`src/rtl/csa_bist_seq_pkg.sv`:
```
// Shared types and constants for the CSA built-in self-test sequencer.
package csa_bist_seq_pkg;

  typedef enum logic [2:0] {
    StIdle,
    StClear,
    StApply,
    StSample,
    StDone
  } state_e;

  // Three W-bit operands need two extra bits of headroom in the sum.
  localparam int unsigned ResExtraW = 2;
  localparam int unsigned LatCntW   = 4;

  function automatic int unsigned res_width(input int unsigned w);
    return w + ResExtraW;
  endfunction

endpackage

```
`src/rtl/csa_golden_sum.sv`:
```
// Combinational reference adder: zero-extended a + b + c.
module csa_golden_sum
  import csa_bist_seq_pkg::*;
#(
  parameter int unsigned W = 4
) (
  input  logic [W-1:0]           a_i,
  input  logic [W-1:0]           b_i,
  input  logic [W-1:0]           c_i,
  output logic [W+ResExtraW-1:0] sum_o
);

  localparam int unsigned RW = W + ResExtraW;

  always_comb begin
    sum_o = RW'(a_i) + RW'(b_i) + RW'(c_i);
  end

endmodule

```
`src/rtl/csa_bist_seq.sv`:
```
// Exhaustive 3-operand pattern sequencer with clear/sample pulses for the CSA select generator.
module csa_bist_seq
  import csa_bist_seq_pkg::*;
#(
  parameter int unsigned W            = 4,
  parameter int unsigned LAT          = 1,
  parameter int unsigned NUM_PATTERNS = 4096
) (
  input  logic             clk,
  input  logic             init,
  input  logic             start,
  output logic [W-1:0]     operand_a,
  output logic [W-1:0]     operand_b,
  output logic [W-1:0]     operand_c,
  output logic [W+1:0]     desired_output,
  output logic             sel_init,
  output logic             test,
  output logic             busy,
  output logic             done,
  output logic [3*W-1:0]   pattern_idx
);

  localparam int unsigned         IdxW     = 3 * W;
  localparam logic [IdxW-1:0]     LastIdx  = IdxW'(NUM_PATTERNS - 1);
  localparam logic [LatCntW-1:0]  WaitInit = LatCntW'(LAT - 1);

  state_e               state_q;
  logic [LatCntW-1:0]   wait_q;
  logic [IdxW-1:0]      idx_q;
  logic [W+1:0]         sum_q;
  logic                 sel_init_q, test_q, busy_q, done_q;

  logic [IdxW-1:0]      load_idx;
  logic [W+1:0]         load_sum;

  // Index of the vector about to be applied: 0 when leaving CLEAR, else the successor.
  always_comb begin
    load_idx = (state_q == StClear) ? '0 : idx_q + IdxW'(1);
  end

  csa_golden_sum #(
    .W(W)
  ) u_golden (
    .a_i  (load_idx[W-1:0]),
    .b_i  (load_idx[2*W-1:W]),
    .c_i  (load_idx[3*W-1:2*W]),
    .sum_o(load_sum)
  );

  always_ff @(posedge clk or posedge init) begin
    if (init) begin
      state_q    <= StIdle;
      wait_q     <= '0;
      idx_q      <= '0;
      sum_q      <= '0;
      sel_init_q <= 1'b0;
      test_q     <= 1'b0;
      busy_q     <= 1'b0;
      done_q     <= 1'b0;
    end else begin
      sel_init_q <= 1'b0;
      test_q     <= 1'b0;
      unique case (state_q)
        StIdle, StDone: begin
          if (start) begin
            state_q    <= StClear;
            sel_init_q <= 1'b1;
            busy_q     <= 1'b1;
            done_q     <= 1'b0;
          end
        end
        StClear: begin
          state_q <= StApply;
          wait_q  <= WaitInit;
          idx_q   <= load_idx;
          sum_q   <= load_sum;
        end
        StApply: begin
          if (wait_q == '0) begin
            state_q <= StSample;
            test_q  <= 1'b1;
          end else begin
            wait_q <= wait_q - 1'b1;
          end
        end
        StSample: begin
          if (idx_q == LastIdx) begin
            state_q <= StDone;
            busy_q  <= 1'b0;
            done_q  <= 1'b1;
          end else begin
            state_q <= StApply;
            wait_q  <= WaitInit;
            idx_q   <= load_idx;
            sum_q   <= load_sum;
          end
        end
        default: state_q <= StIdle;
      endcase
    end
  end

  // Operands are fixed slices of the registered index, so they change only with it.
  assign operand_a      = idx_q[W-1:0];
  assign operand_b      = idx_q[2*W-1:W];
  assign operand_c      = idx_q[3*W-1:2*W];
  assign desired_output = sum_q;
  assign pattern_idx    = idx_q;
  assign sel_init       = sel_init_q;
  assign test           = test_q;
  assign busy           = busy_q;
  assign done           = done_q;

endmodule

```
`config.mk`:
```
export PLATFORM = sky130hd
export DESIGN_NAME = csa_bist_seq
export DESIGN_NICKNAME = d
export VERILOG_FILES = /design/src/rtl/csa_bist_seq_pkg.sv /design/src/rtl/csa_golden_sum.sv /design/src/rtl/csa_bist_seq.sv
export SDC_FILE = /design/constraint.sdc
export NUM_CORES = 1
export LEC_CHECK = 0
export ABC_AREA = 1
export ABC_CLOCK_PERIOD_IN_PS = 2550
export CAP_MARGIN = 10
export CORE_MARGIN = 1
export CORE_UTILIZATION = 25
export DETAILED_ROUTE_END_ITERATION = 7
export MAX_ROUTING_LAYER = met4
export PLACE_DENSITY_LB_ADDON = 0.2
export RECOVER_POWER = 100
export SYNTH_ARGS = -nofsm -noshare
export SYNTH_HDL_FRONTEND = slang
export SYNTH_HIERARCHICAL = 1
export SYNTH_SLANG_ARGS = --single-unit
```
`constraint.sdc`:
```
create_clock -name clk -period 2.55 [get_ports clk]
set_clock_uncertainty 0.1 [all_clocks]
set_input_delay 0.3825 -clock clk [delete_from_list [all_inputs] [get_ports clk]]
set_output_delay 0.3825 -clock clk [all_outputs]
set_load 0.01 [all_outputs]
```
==> reports/qor.csv <==
stage;metric;value;unit
clock_network;Reg clk slew, reported paths;0.06;ns
routing;DR vias;1728;
yosys;Synth Area in XOR/XNOR;1.414;%
yosys;commonest cells in the netlist;83 x nand2_1, 36 x inv_1, 29 x dfrtp_1, 26 x nor2_1, 13 x buf_4;
floorplan;Core ar.;7214;um^2
yosys;Synth Area in Simple Gates;30.10;%
flow_run;number of max-cap violations;1;
yosys;Avg Inst Size Synth;7.462;um^2
timing;worst slew pin tran;1.624;ns
critical_path;crit path DAT;2.76;ns
routing;DRT iter0 DRCs;41;
outcome;violated checks;capacitance limit, slew limit, setup timing;
yosys;Yosys top cell area share;39.06;%
yosys;Top FF cell, synth;dfrtp_1;
final_layout;filler cell count;799;
final_layout;fin nets;334;
placement;Placement Setup Slack;-0.1451;ns
global_routing;global-route wire length before repair;7803;um
routing;Pre-Repair DR Iteration Count;4;
final_layout;share of layout cells above drive strength 1;26.17;%
clock_network;clk_lat worst skew;0.28;ns
timing;achievable clock frequency;0.3723;GHz
critical_path;Critical Path Start Type;flip-flop;
routing;Antenna Violating Nets Remaining;0;
routing;WL final;4635;um
timing;Final Hold Vio Count;0;
clock_network;CTS tree;done;
global_routing;GR Overflow Total;0;
yosys;Seq/Total Area, Yosys;39.06;%
floorplan;Initial Util;25.75;%
critical_path;Worst Path Max Fanout;4;
clock_network;CTS Buf Count;5;
timing;Setup Viol. Count Final;4;
yosys;post-synthesis compound-gate area fraction;5.724;%
routing;DR WL/cell;11.04;um
yosys;main combinational cell family by area after synthesis;simple AND/OR/NAND/NOR gates;
timing;period utilisation layout;105.3;%
floorplan;Die Wd;88.21;um
placement;placed cells;405;
yosys;post-synthesis instance total;249;
timing;fin crit period;2.686;ns
critical_path;Required @ worst endpoint;2.63;ns
clock_network;CTS H-tree lvls;2;
yosys;mux share of post-synthesis cell area;0;%
clock_network;root buf cell;clkbuf_8;
placement;gp weighted congestion;0.8549;
final_layout;Area Growth Syn to Fin;47.54;%
global_routing;vias in the first global route;1691;
global_routing;largest net degree at the start of global routing;30;
outcome;status;finished, violations left;
yosys;Post-synth EDFFs;0;
placement;DP HPWL;3437;um
yosys;top post-synthesis cells by area;dfrtp_1 39%, nand2_1 17%, inv_1 7.3%;
power;VDD IR max;381.7;uV
routing;vias per cell;4.114;
routing;DRC viols;0;
final_layout;final std cells w/o fill;420;
critical_path;worst setup path class;flip-flop to flip-flop;
final_layout;ant diodes;0;
timing;Slew headroom;-8.247;%
timing;Final WS setup;-0.1363;ns
power;pwr dens;793.6;nW/um^2
global_routing;antenna violations before repair;0;
yosys;count leader, synth;nand2_1;
yosys;adder-cell area share of the yosys netlist;9.428;%
final_layout;Core Util, Final;38.00;%
floorplan;Rows;31;
critical_path;Crit. End Element;flip-flop;
clock_network;clk buf depth;2;
yosys;Netlist Area Pre-Place;1858;um^2
floorplan;Ports;37;
yosys;cell taking the most area after synthesis;dfrtp_1;
power;leak pwr;1.420;nW
floorplan;die height;88.21;um
yosys;#FFs+latches synth;29;
global_routing;gr usage total;13.76;%
timing;RSZ-0062 raised after global routing;true;
timing;Final Max Tran Viols;30;
yosys;net count after synthesis;263;
clock_network;clk sinks;29;
placement;port buffer count;36;
hold_path;Hold Path Class;flip-flop to flip-flop;
floorplan;Die ar.;7781;um^2
yosys;Synth async-reset ratio;100.0;%
yosys;Synth cell types;26;
yosys;Synth Warn #;6;
[metal layers]
layer | wire, um | part of all wire [%] | global-route usage [%]
met1 | 2126 | 46 | 16.98
met2 | 2241 | 48 | 22.03
met3 | 195 | 4.2 | 2.985
met4 | 72 | 1.6 | 5.279
met5 | 0 | 0 | -
[final cells by class]
cell class	instances	area (um^2)	area share, %
repair buffers	79	675.6	24.65
clock buffers	7	96.34	3.514
well taps	99	123.9	4.518
multi-input cells	167	965.9	35.24
flip-flops and latches	29	729.5	26.61
inverters	38	145.1	5.294
clock inverters	1	5.005	0.1826
[flip-flops by register name, summed over array words and instances (netlist names)]
name / count
pattern_idx: 12
test: 1
busy: 1
done: 1
sel_init: 1
wait_q: 4
state_q: 3
desired_output: 6
[worst max-delay path, stage by stage, from the launching register on]
cell,delay [ns]
dfrtp_2,0.44
ha_4,0.18
nand2_4,0.08
nor2_4,0.06
buf_4,0.13
nand2_1,0.08
o21ai_2,0.08
and2_4,0.17
fa_2,0.57
inv_2,0.04
fa_2,0.52
inv_2,0.03
nand2_1,0.05
nand2_1,0.05
[cell families after synthesis]
kind of cell | after synthesis
buffers and inverters | 53
AND/OR/NAND/NOR | 133
AO/OA/AOI/OAI | 20
XOR/XNOR | 3
flip-flops | 29
adder cells (fa/ha/maj) | 11
[cells in the final DEF, fill, tap and decap left out, types with 4 or more instances in the layout]
cell              n
nand2_1          81
buf_4            41
inv_1            33
dlygate4sd3_1    31
dfrtp_1          26
nor2_1           20
o21ai_0          11
nor2_2            7
clkbuf_8          7
nand3_2           5
nand4_1           5
nand3_1           5
clkdlybuf4s50_1   5
a21oi_1           4
inv_2             4
[power breakdown]
group          internal [mW]  switching [mW]  total [mW]  leakage (nW)
Sequential             0.558          0.0747       0.633         0.373
Clock                  0.244           0.180       0.424        0.0542
Combinational          0.538           0.581        1.12         0.993
Total                   1.34           0.836        2.18          1.42
[stage by stage]
stage / power (mW) / hold slack, ns / area (um^2) / TNS, ns
CTS: 2.207 / 0.3828 / 2706 / -0.1820
floorplan: 1.286 / 0.3419 / 1887 / -0.05526
global route: 2.387 / 0.4072 / 2741 / -1.188
global placement: 1.720 / 0.3596 / 2521 / -0.4157
detailed placement: 1.715 / 0.3638 / 2521 / -0.4003
finish: 2.176 / 0.3719 / 2741 / -0.3384
[worst paths after layout]
path,startpoint,end,slack (ns),depth (start not counted)
max in group asynchronous,init,pattern_idx[1],0.29,3
max reg2reg,pattern_idx[1],desired_output[2],-0.14,13
min reg2reg,busy,busy,0.37,2
max,pattern_idx[1],desired_output[2],-0.14,13
min in group asynchronous,init,desired_output[3],1.01,3
min,busy,busy,0.37,2
[timing repair]
item	4_1_cts	5_1_grt
resized for setup	13	8
hold buffers	0	0
pin swaps	19	9
setup buffers	5	2
setup endpoints to repair	4	4
(Power assumes the default switching activity.)
